===== src/rtl/ysyx_22040386_fetch_queue.sv =====
// Instruction prefetch queue: issues in-order fetches, buffers returned words with
// their PCs, presents the head to IF/ID, and flushes on a MEM-stage redirect.
module ysyx_22040386_fetch_queue #(
    parameter int          DEPTH    = 4,
    parameter logic [63:0] RESET_PC = 64'h0000_0000_8000_0000
) (
    input  logic                     i_FQ_clk,
    input  logic                     i_FQ_rst_n,
    input  logic                     i_FQ_redirect,
    input  logic [63:0]              i_FQ_redirect_pc,
    input  logic                     i_FQ_stall,
    output logic                     o_FQ_mem_req_valid,
    output logic [63:0]              o_FQ_mem_req_addr,
    input  logic                     i_FQ_mem_req_ready,
    input  logic                     i_FQ_mem_rsp_valid,
    input  logic [31:0]              i_FQ_mem_rsp_data,
    output logic                     o_FQ_valid,
    output logic [63:0]              o_FQ_pc,
    output logic [31:0]              o_FQ_inst,
    output logic [4:0]               o_FQ_rs1,
    output logic [4:0]               o_FQ_rs2,
    output logic [$clog2(DEPTH):0]   o_FQ_count
);
    localparam int PW = $clog2(DEPTH);
    localparam int CW = PW + 1;
    localparam logic [31:0]   NOP       = 32'h0000_0013;
    localparam logic [CW-1:0] DEPTH_CNT = CW'(DEPTH);
    localparam logic [CW:0]   DEPTH_CR  = (CW + 1)'(DEPTH);

    logic [63:0]   pc_mem   [DEPTH];
    logic [31:0]   inst_mem [DEPTH];

    logic [PW-1:0] rd_ptr_reg;
    logic [PW-1:0] wr_ptr_reg;
    logic [CW-1:0] count_reg;
    logic [CW-1:0] outst_reg;
    logic [CW-1:0] drop_reg;
    logic [63:0]   fetch_pc_reg;
    logic [63:0]   rsp_pc_reg;
    logic [63:0]   last_pc_reg;

    logic [CW-1:0] live;
    logic [CW:0]   credit;
    logic          accept;
    logic          push;
    logic          pop;
    logic          head_valid;
    logic [CW-1:0] outst_next;
    logic [63:0]   redirect_pc_aligned;

    // Every live request owns a slot, so a response can never find the queue full.
    assign live   = outst_reg - drop_reg;
    assign credit = {1'b0, count_reg} + {1'b0, live};

    assign o_FQ_mem_req_valid = i_FQ_rst_n && (credit < DEPTH_CR) &&
                                (outst_reg < DEPTH_CNT) && !i_FQ_redirect;
    assign o_FQ_mem_req_addr  = fetch_pc_reg;

    assign accept     = o_FQ_mem_req_valid && i_FQ_mem_req_ready;
    assign head_valid = (count_reg != '0);
    assign pop        = head_valid && !i_FQ_stall && !i_FQ_redirect;
    assign push       = i_FQ_mem_rsp_valid && (drop_reg == '0) && !i_FQ_redirect;
    assign outst_next = outst_reg + CW'(accept) - CW'(i_FQ_mem_rsp_valid);

    assign redirect_pc_aligned = i_FQ_redirect_pc & ~64'h3;

    always_ff @(posedge i_FQ_clk) begin
        if (!i_FQ_rst_n) begin
            rd_ptr_reg   <= '0;
            wr_ptr_reg   <= '0;
            count_reg    <= '0;
            outst_reg    <= '0;
            drop_reg     <= '0;
            fetch_pc_reg <= RESET_PC;
            rsp_pc_reg   <= RESET_PC;
            last_pc_reg  <= RESET_PC;
        end else begin
            outst_reg <= outst_next;
            if (i_FQ_redirect) begin
                // Everything still in flight belongs to the wrong path.
                rd_ptr_reg   <= '0;
                wr_ptr_reg   <= '0;
                count_reg    <= '0;
                drop_reg     <= outst_next;
                fetch_pc_reg <= redirect_pc_aligned;
                rsp_pc_reg   <= redirect_pc_aligned;
            end else begin
                if (accept) begin
                    fetch_pc_reg <= fetch_pc_reg + 64'd4;
                end
                if (i_FQ_mem_rsp_valid && (drop_reg != '0)) begin
                    drop_reg <= drop_reg - CW'(1);
                end
                if (push) begin
                    wr_ptr_reg <= wr_ptr_reg + PW'(1);
                    rsp_pc_reg <= rsp_pc_reg + 64'd4;
                end
                if (pop) begin
                    rd_ptr_reg  <= rd_ptr_reg + PW'(1);
                    last_pc_reg <= pc_mem[rd_ptr_reg];
                end
                count_reg <= count_reg + CW'(push) - CW'(pop);
            end
        end
    end

    always_ff @(posedge i_FQ_clk) begin
        if (push && i_FQ_rst_n) begin
            pc_mem[wr_ptr_reg]   <= rsp_pc_reg;
            inst_mem[wr_ptr_reg] <= i_FQ_mem_rsp_data;
        end
    end

    assign o_FQ_valid = head_valid;
    assign o_FQ_inst  = head_valid ? inst_mem[rd_ptr_reg] : NOP;
    assign o_FQ_pc    = head_valid ? pc_mem[rd_ptr_reg] : last_pc_reg;
    assign o_FQ_rs1   = o_FQ_inst[19:15];
    assign o_FQ_rs2   = o_FQ_inst[24:20];
    assign o_FQ_count = count_reg;

endmodule

===== config.mk =====
export PLATFORM = sky130hd
export DESIGN_NAME = ysyx_22040386_fetch_queue
export DESIGN_NICKNAME = d
export VERILOG_FILES = /design/src/rtl/ysyx_22040386_fetch_queue.sv
export SDC_FILE = /design/constraint.sdc
export NUM_CORES = 1
export LEC_CHECK = 0
export ABC_CLOCK_PERIOD_IN_PS = 10800
export CORE_MARGIN = 4
export CORE_UTILIZATION = 35
export CTS_CLUSTER_DIAMETER = 50
export DETAILED_ROUTE_END_ITERATION = 10
export PLACE_DENSITY = 0.51
export SLEW_MARGIN = 10
export SYNTH_ARGS = -nofsm -noshare
export SYNTH_HDL_FRONTEND = slang
export SYNTH_SLANG_ARGS = --single-unit

===== constraint.sdc =====
create_clock -name i_FQ_clk -period 10.8 [get_ports i_FQ_clk]
set_input_delay 1.08 -clock i_FQ_clk [delete_from_list [all_inputs] [get_ports i_FQ_clk]]
set_output_delay 1.08 -clock i_FQ_clk [all_outputs]
set_load 0.005 [all_outputs]

After elaboration in Yosys (flattened, before gate mapping). Memory sizes are Yosys's and may differ from the RTL's. A register that Yosys moved wholly into a read port is not among the register bits. Index checks and enable logic that the tools add are counted.

Output and inout bits: 175. Word-level logic and storage cells: 61. RAM bits: 384. Register bits: 205. Memories: 2. Input port bits: 102.

$lt $le $gt $ge: 2. Bitwise gates (word level): 2. Reduce and logical (&&, ||, !) cells: 20. Multiplexer cells: 14. $add $sub $neg: 11.

Memory list: pc_mem (words 4, bits a word 64, rd ports 1, clocked after Yosys merged registers in 1, wr ports 1, RTL line 30) `logic [63:0] pc_mem [DEPTH];`; inst_mem (words 4, bits a word 32, rd ports 1, clocked after Yosys merged registers in 1, wr ports 1, RTL line 31) `logic [31:0] inst_mem [DEPTH];`.

Operators by type and width (count): 2-to-1 mux 64 bit (5); adder 64 x 3 -> 64 bit, second input constant (2); 2-to-1 mux 32 bit (1); logical AND 1 bit (10); 2-to-1 mux 2 bit (4); adder 3 x 1 -> 3 bit (2); 2-to-1 mux 3 bit (2); nonzero test 2 bit (3); nonzero test 3 bit (2); subtractor 3 x 1 -> 3 bit (2); adder 2 x 1 -> 2 bit, second input constant (2); adder 3 x 3 -> 4 bit (1); less-than comparator 4 x 3 -> 1 bit, second input constant (1); logical NOT 3 bit (1); less-than comparator 3 bit, second input constant (1); subtractor 3 x 1 -> 3 bit, second input constant (1); subtractor 3 bit (1); logical NOT 1 bit (2); 2-to-1 mux 1 bit (2); NOT 1 bit (2); AND reduction 2 bit (1); OR reduction 2 bit (1).

Longest topological paths before layout.
Depth after elaboration: 10. Mapped depth: 21. Depth with buffers taken out: 18.

Worst setup path after synthesis. Ideal clock, no wire load.

Kind: input-to-reg. Start: input i_FQ_mem_rsp_valid. End: memory inst_mem[0][0], enable pin. Buffers on the path: 2. Data required time: 10336 ps. Arrival: 4111 ps. Cell stages on the path: 4. Setup slack: 6225 ps. Setup time: 464 ps. Path through: and3b_1 > clkbuf_1 > clkbuf_1 > and3_1.

Word-level cells in the longest chain between the ends: 5.

Ends and longest elaborated chain: start, declared (RTL line 15) `input logic i_FQ_mem_rsp_valid,`; logical AND 1 bit (2 in series) (RTL line 62) `assign push = i_FQ_mem_rsp_valid && (drop_reg == '0) && !i_FQ_redirect;`; logical AND 1 bit (RTL line 108) `if (push && i_FQ_rst_n) begin`; 2-to-1 mux 1 bit (RTL line 108); 2-to-1 mux 1 bit (implied by the code) (RTL line 110) `inst_mem[wr_ptr_reg] <= i_FQ_mem_rsp_data;`; end, declared (RTL line 31).

Every way passes these cells.

==> impl_results.md <==
- # diodes: 0
- Ys Warns: 0
- Max-cap violations: 0
- CTS tree: built
- Synth Flop Type: edfxtp_1
- Clock Latency Late Sink: 0.59 ns
- Static Leak: 9.83 nW
- R2r startpoint: outst_reg[0]$_SDFF_PN0_
- Clock share of power: 45.8%
- Final Slew Violations: 0
- Post-CTS Setup Bufs: 0
- Post-layout instance area: 30500 um^2
- First-pass DRT Iterations: 6
- DR iter-0 viols: 1165
- Worst Hold Path Cells: 2
- Part of the power in registers: 45.6%
- Root buffer cell: clkbuf_16
- Final period utilization: 50.1%
- Largest net degree at the start of global routing: 70
- Routed len/inst: 22.3 um
- Top Registers: pc_mem x248, inst_mem x128
- Pint: 4.22 mW
- HP Start: last_pc_reg[28]$_SDFFE_PN0P_
- Least-Margin Pin Slew: 1.15 ns
- Post-synthesis to final-layout area growth: 25.0%
- Congestion Overflow GR: 0
- Minimum clock period: 5.41 ns
- Worst IR drop on VDD: 0.0794 mV
- Die width: 272 um
- Worst R2R Setup Slack: 6.76 ns
- Post-synth cell types: 65
- Fin cells: 3102
- Number of global-route vias before repair: 16400
- Tot GR Track Use: 18.4%
- RSZ-0062 raised after global routing: no
- Crit-path max FO: 36
- First-pass GRT wire length: 104 mm
- Max FFs per register: 248
- Sequential area share after synthesis: 62.7%
- CP arrival: 4.33 ns
- Total CTS buffers: 76
- Worst path required time: 9.72 ns
- Dpl cells: 2963
- Cell count after synthesis: 1863
- Worst Skew: 0.0217 ns
- Pwr per Cell Area: 181 nW/um^2
- Synth Area per Inst: 13.1 um^2
- CTS Sinks: 577
- Power Total: 5.51 mW
- Hold EP: last_pc_reg[28]$_SDFFE_PN0P_
- #FFs+latches synth: 577
- Worst r2r path cells: 16
- Crit Path Category: flip-flop to output pin
- Final net count: 2230
- Mapped cell area: 24400 um^2
- Row Count: 96
- Hold-fix buffers, CTS: 0
- Status: complete, no violations
- Setup crit start kind: flip-flop
- Setup_tns: 0 ns
- Routability congestion estimate: 0.803
- Deepest clock path buffer count: 3
- Antenna-violating nets left: 0
- Top Ports: 277
- Reg-to-reg endpoint: o_FQ_mem_req_addr[17]$_SDFFE_PN0P_
- Final HPWL DP: 43.5 mm
- Rel. slew slack: 23.1%
- Psw: 1.29 mW
- Critical path endpoint category: output pin
- Worst-path clk slew: 0.05 ns
- Vias after detailed routing: 16400
- Fmax: 185 MHz
- Asr flop ratio synth: 0%
- Port bufs: 270
- Sw Ratio: 23.4%
- Vias per cell: 5.27
- Core Region: 68800 um^2
- PostCTS Resize Cnt: 0
- Final Hold Viols: 0
- # DRC: 0
- Die ar.: 74100 um^2
- Area post-placement: 28000 um^2
- H-tree level count: 3
- Initial Utilization: 35.5%
- Die H: 272 um
- Post-synth EDFFs: 376
- Setup violators final: 0
- Share of layout cells above drive strength 1: 14.9%
- Final core utilization: 44.3%
- Worst hold path type: flip-flop to flip-flop
- Worst Slack Setup Final: 5.39 ns
- Initial antenna violation count: 1
- Dpl ws: 5.80 ns
- Hold Slack: 0.448 ns
- Logic pwr share: 8.7%
- Register bank with the most flops: pc_mem
- Total Wirelength: 69.2 mm
## power by group through the flow
stage / clock network [mW] / registers (mW) / logic [mW]
4_1_cts: 2.60 / 2.51 / 0.486
3_5_place_dp: 0 / 2.56 / 0.483
5_1_grt: 2.69 / 2.52 / 0.527
3_3_place_gp: 0 / 2.55 / 0.479
2_1_floorplan: 0 / 2.53 / 0.256
6_report: 2.52 / 2.51 / 0.478
## worst max-delay path, cell delays in order (launching register included)
cell	delay [ns]
dfxtp_4	0.96
buf_4	0.64
buf_4	0.69
mux4_2	0.61
mux2_2	0.29
clkdlybuf4s50_1	0.51
## kinds of logic after synthesis
family	share of synthesized area (%)
flops	62.7
simple gates	11.0
compound gates	7.91
mux	11.6
buf+inv	2.57
xor+xnor	3.19
fa+ha+maj	1.01
other cells	0.0154
## layout make-up
cell class                 instances  area, um^2
clock buffer                     108        2180
clock inverter                    31         372
fill                            6246       38300
inverter                          26         100
multi-input combinational       1136        8510
sequential                       577       15300
tap                              931        1160
timing repair buffer             293        2870
## synth_stat cells (37+ instances only)
library cell / instances / area [um^2]
edfxtp_1: 376 / 11300
nand2_1: 213 / 800
dfxtp_1: 201 / 4020
a21oi_1: 137 / 686
clkbuf_1: 94 / 353
mux4_2: 94 / 2120
o21ai_0: 86 / 430
mux2_2: 62 / 698
nand3_1: 57 / 285
nor2_1: 54 / 203
xor2_1: 52 / 455
nand4_1: 45 / 282
and2_1: 43 / 269
xnor2_1: 37 / 324
## worst max path at each step
stage / from / end / slack (ns)
5_1_grt: flip-flop / o_FQ_pc[30] / 4.94
3_3_place_gp: flip-flop / o_FQ_pc[30] / 5.78
6_report: flip-flop / o_FQ_pc[28] / 5.39
3_5_place_dp: flip-flop / o_FQ_pc[30] / 5.80
2_1_floorplan: i_FQ_mem_rsp_valid / inst_mem[0][0]$_DFFE_PP_ / 6.22
4_1_cts: flip-flop / o_FQ_pc[25] / 5.14
## placed cells by master (no fill, tap or decap), types with 5 or more instances in the layout
cell type / n
and4_1: 11
nand4_1: 45
and3_1: 31
bufinv_16: 6
clkinvlp_4: 5
nor2_1: 53
inv_1: 21
nand2_1: 213
a22oi_1: 17
ha_1: 15
nand3_1: 57
mux4_2: 94
nor3_1: 20
edfxtp_1: 376
mux2_2: 62
o21ai_0: 86
xor2_1: 52
dfxtp_1: 199
or4_1: 9
clkinv_2: 7
clkbuf_16: 80
a21oi_1: 137
nor4_1: 18
xnor2_1: 37
buf_4: 23
a41oi_1: 8
o22ai_1: 21
clkbuf_8: 7
clkbuf_1: 21
clkdlybuf4s50_1: 268
o21a_1: 10
inv_6: 10
o311ai_0: 7
and2_1: 43
a31oi_1: 19
## layer usage
layer	share of wire, %	vias to the layer above	global-route usage, %
met5	0	-	0
met4	2.8	0	6.15
met3	5.7	109	3.42
met2	48	501	30.2
met1	44	8198	24.6
li1	-	7547	-
No activity file was read; power rests on OpenSTA's default activity.
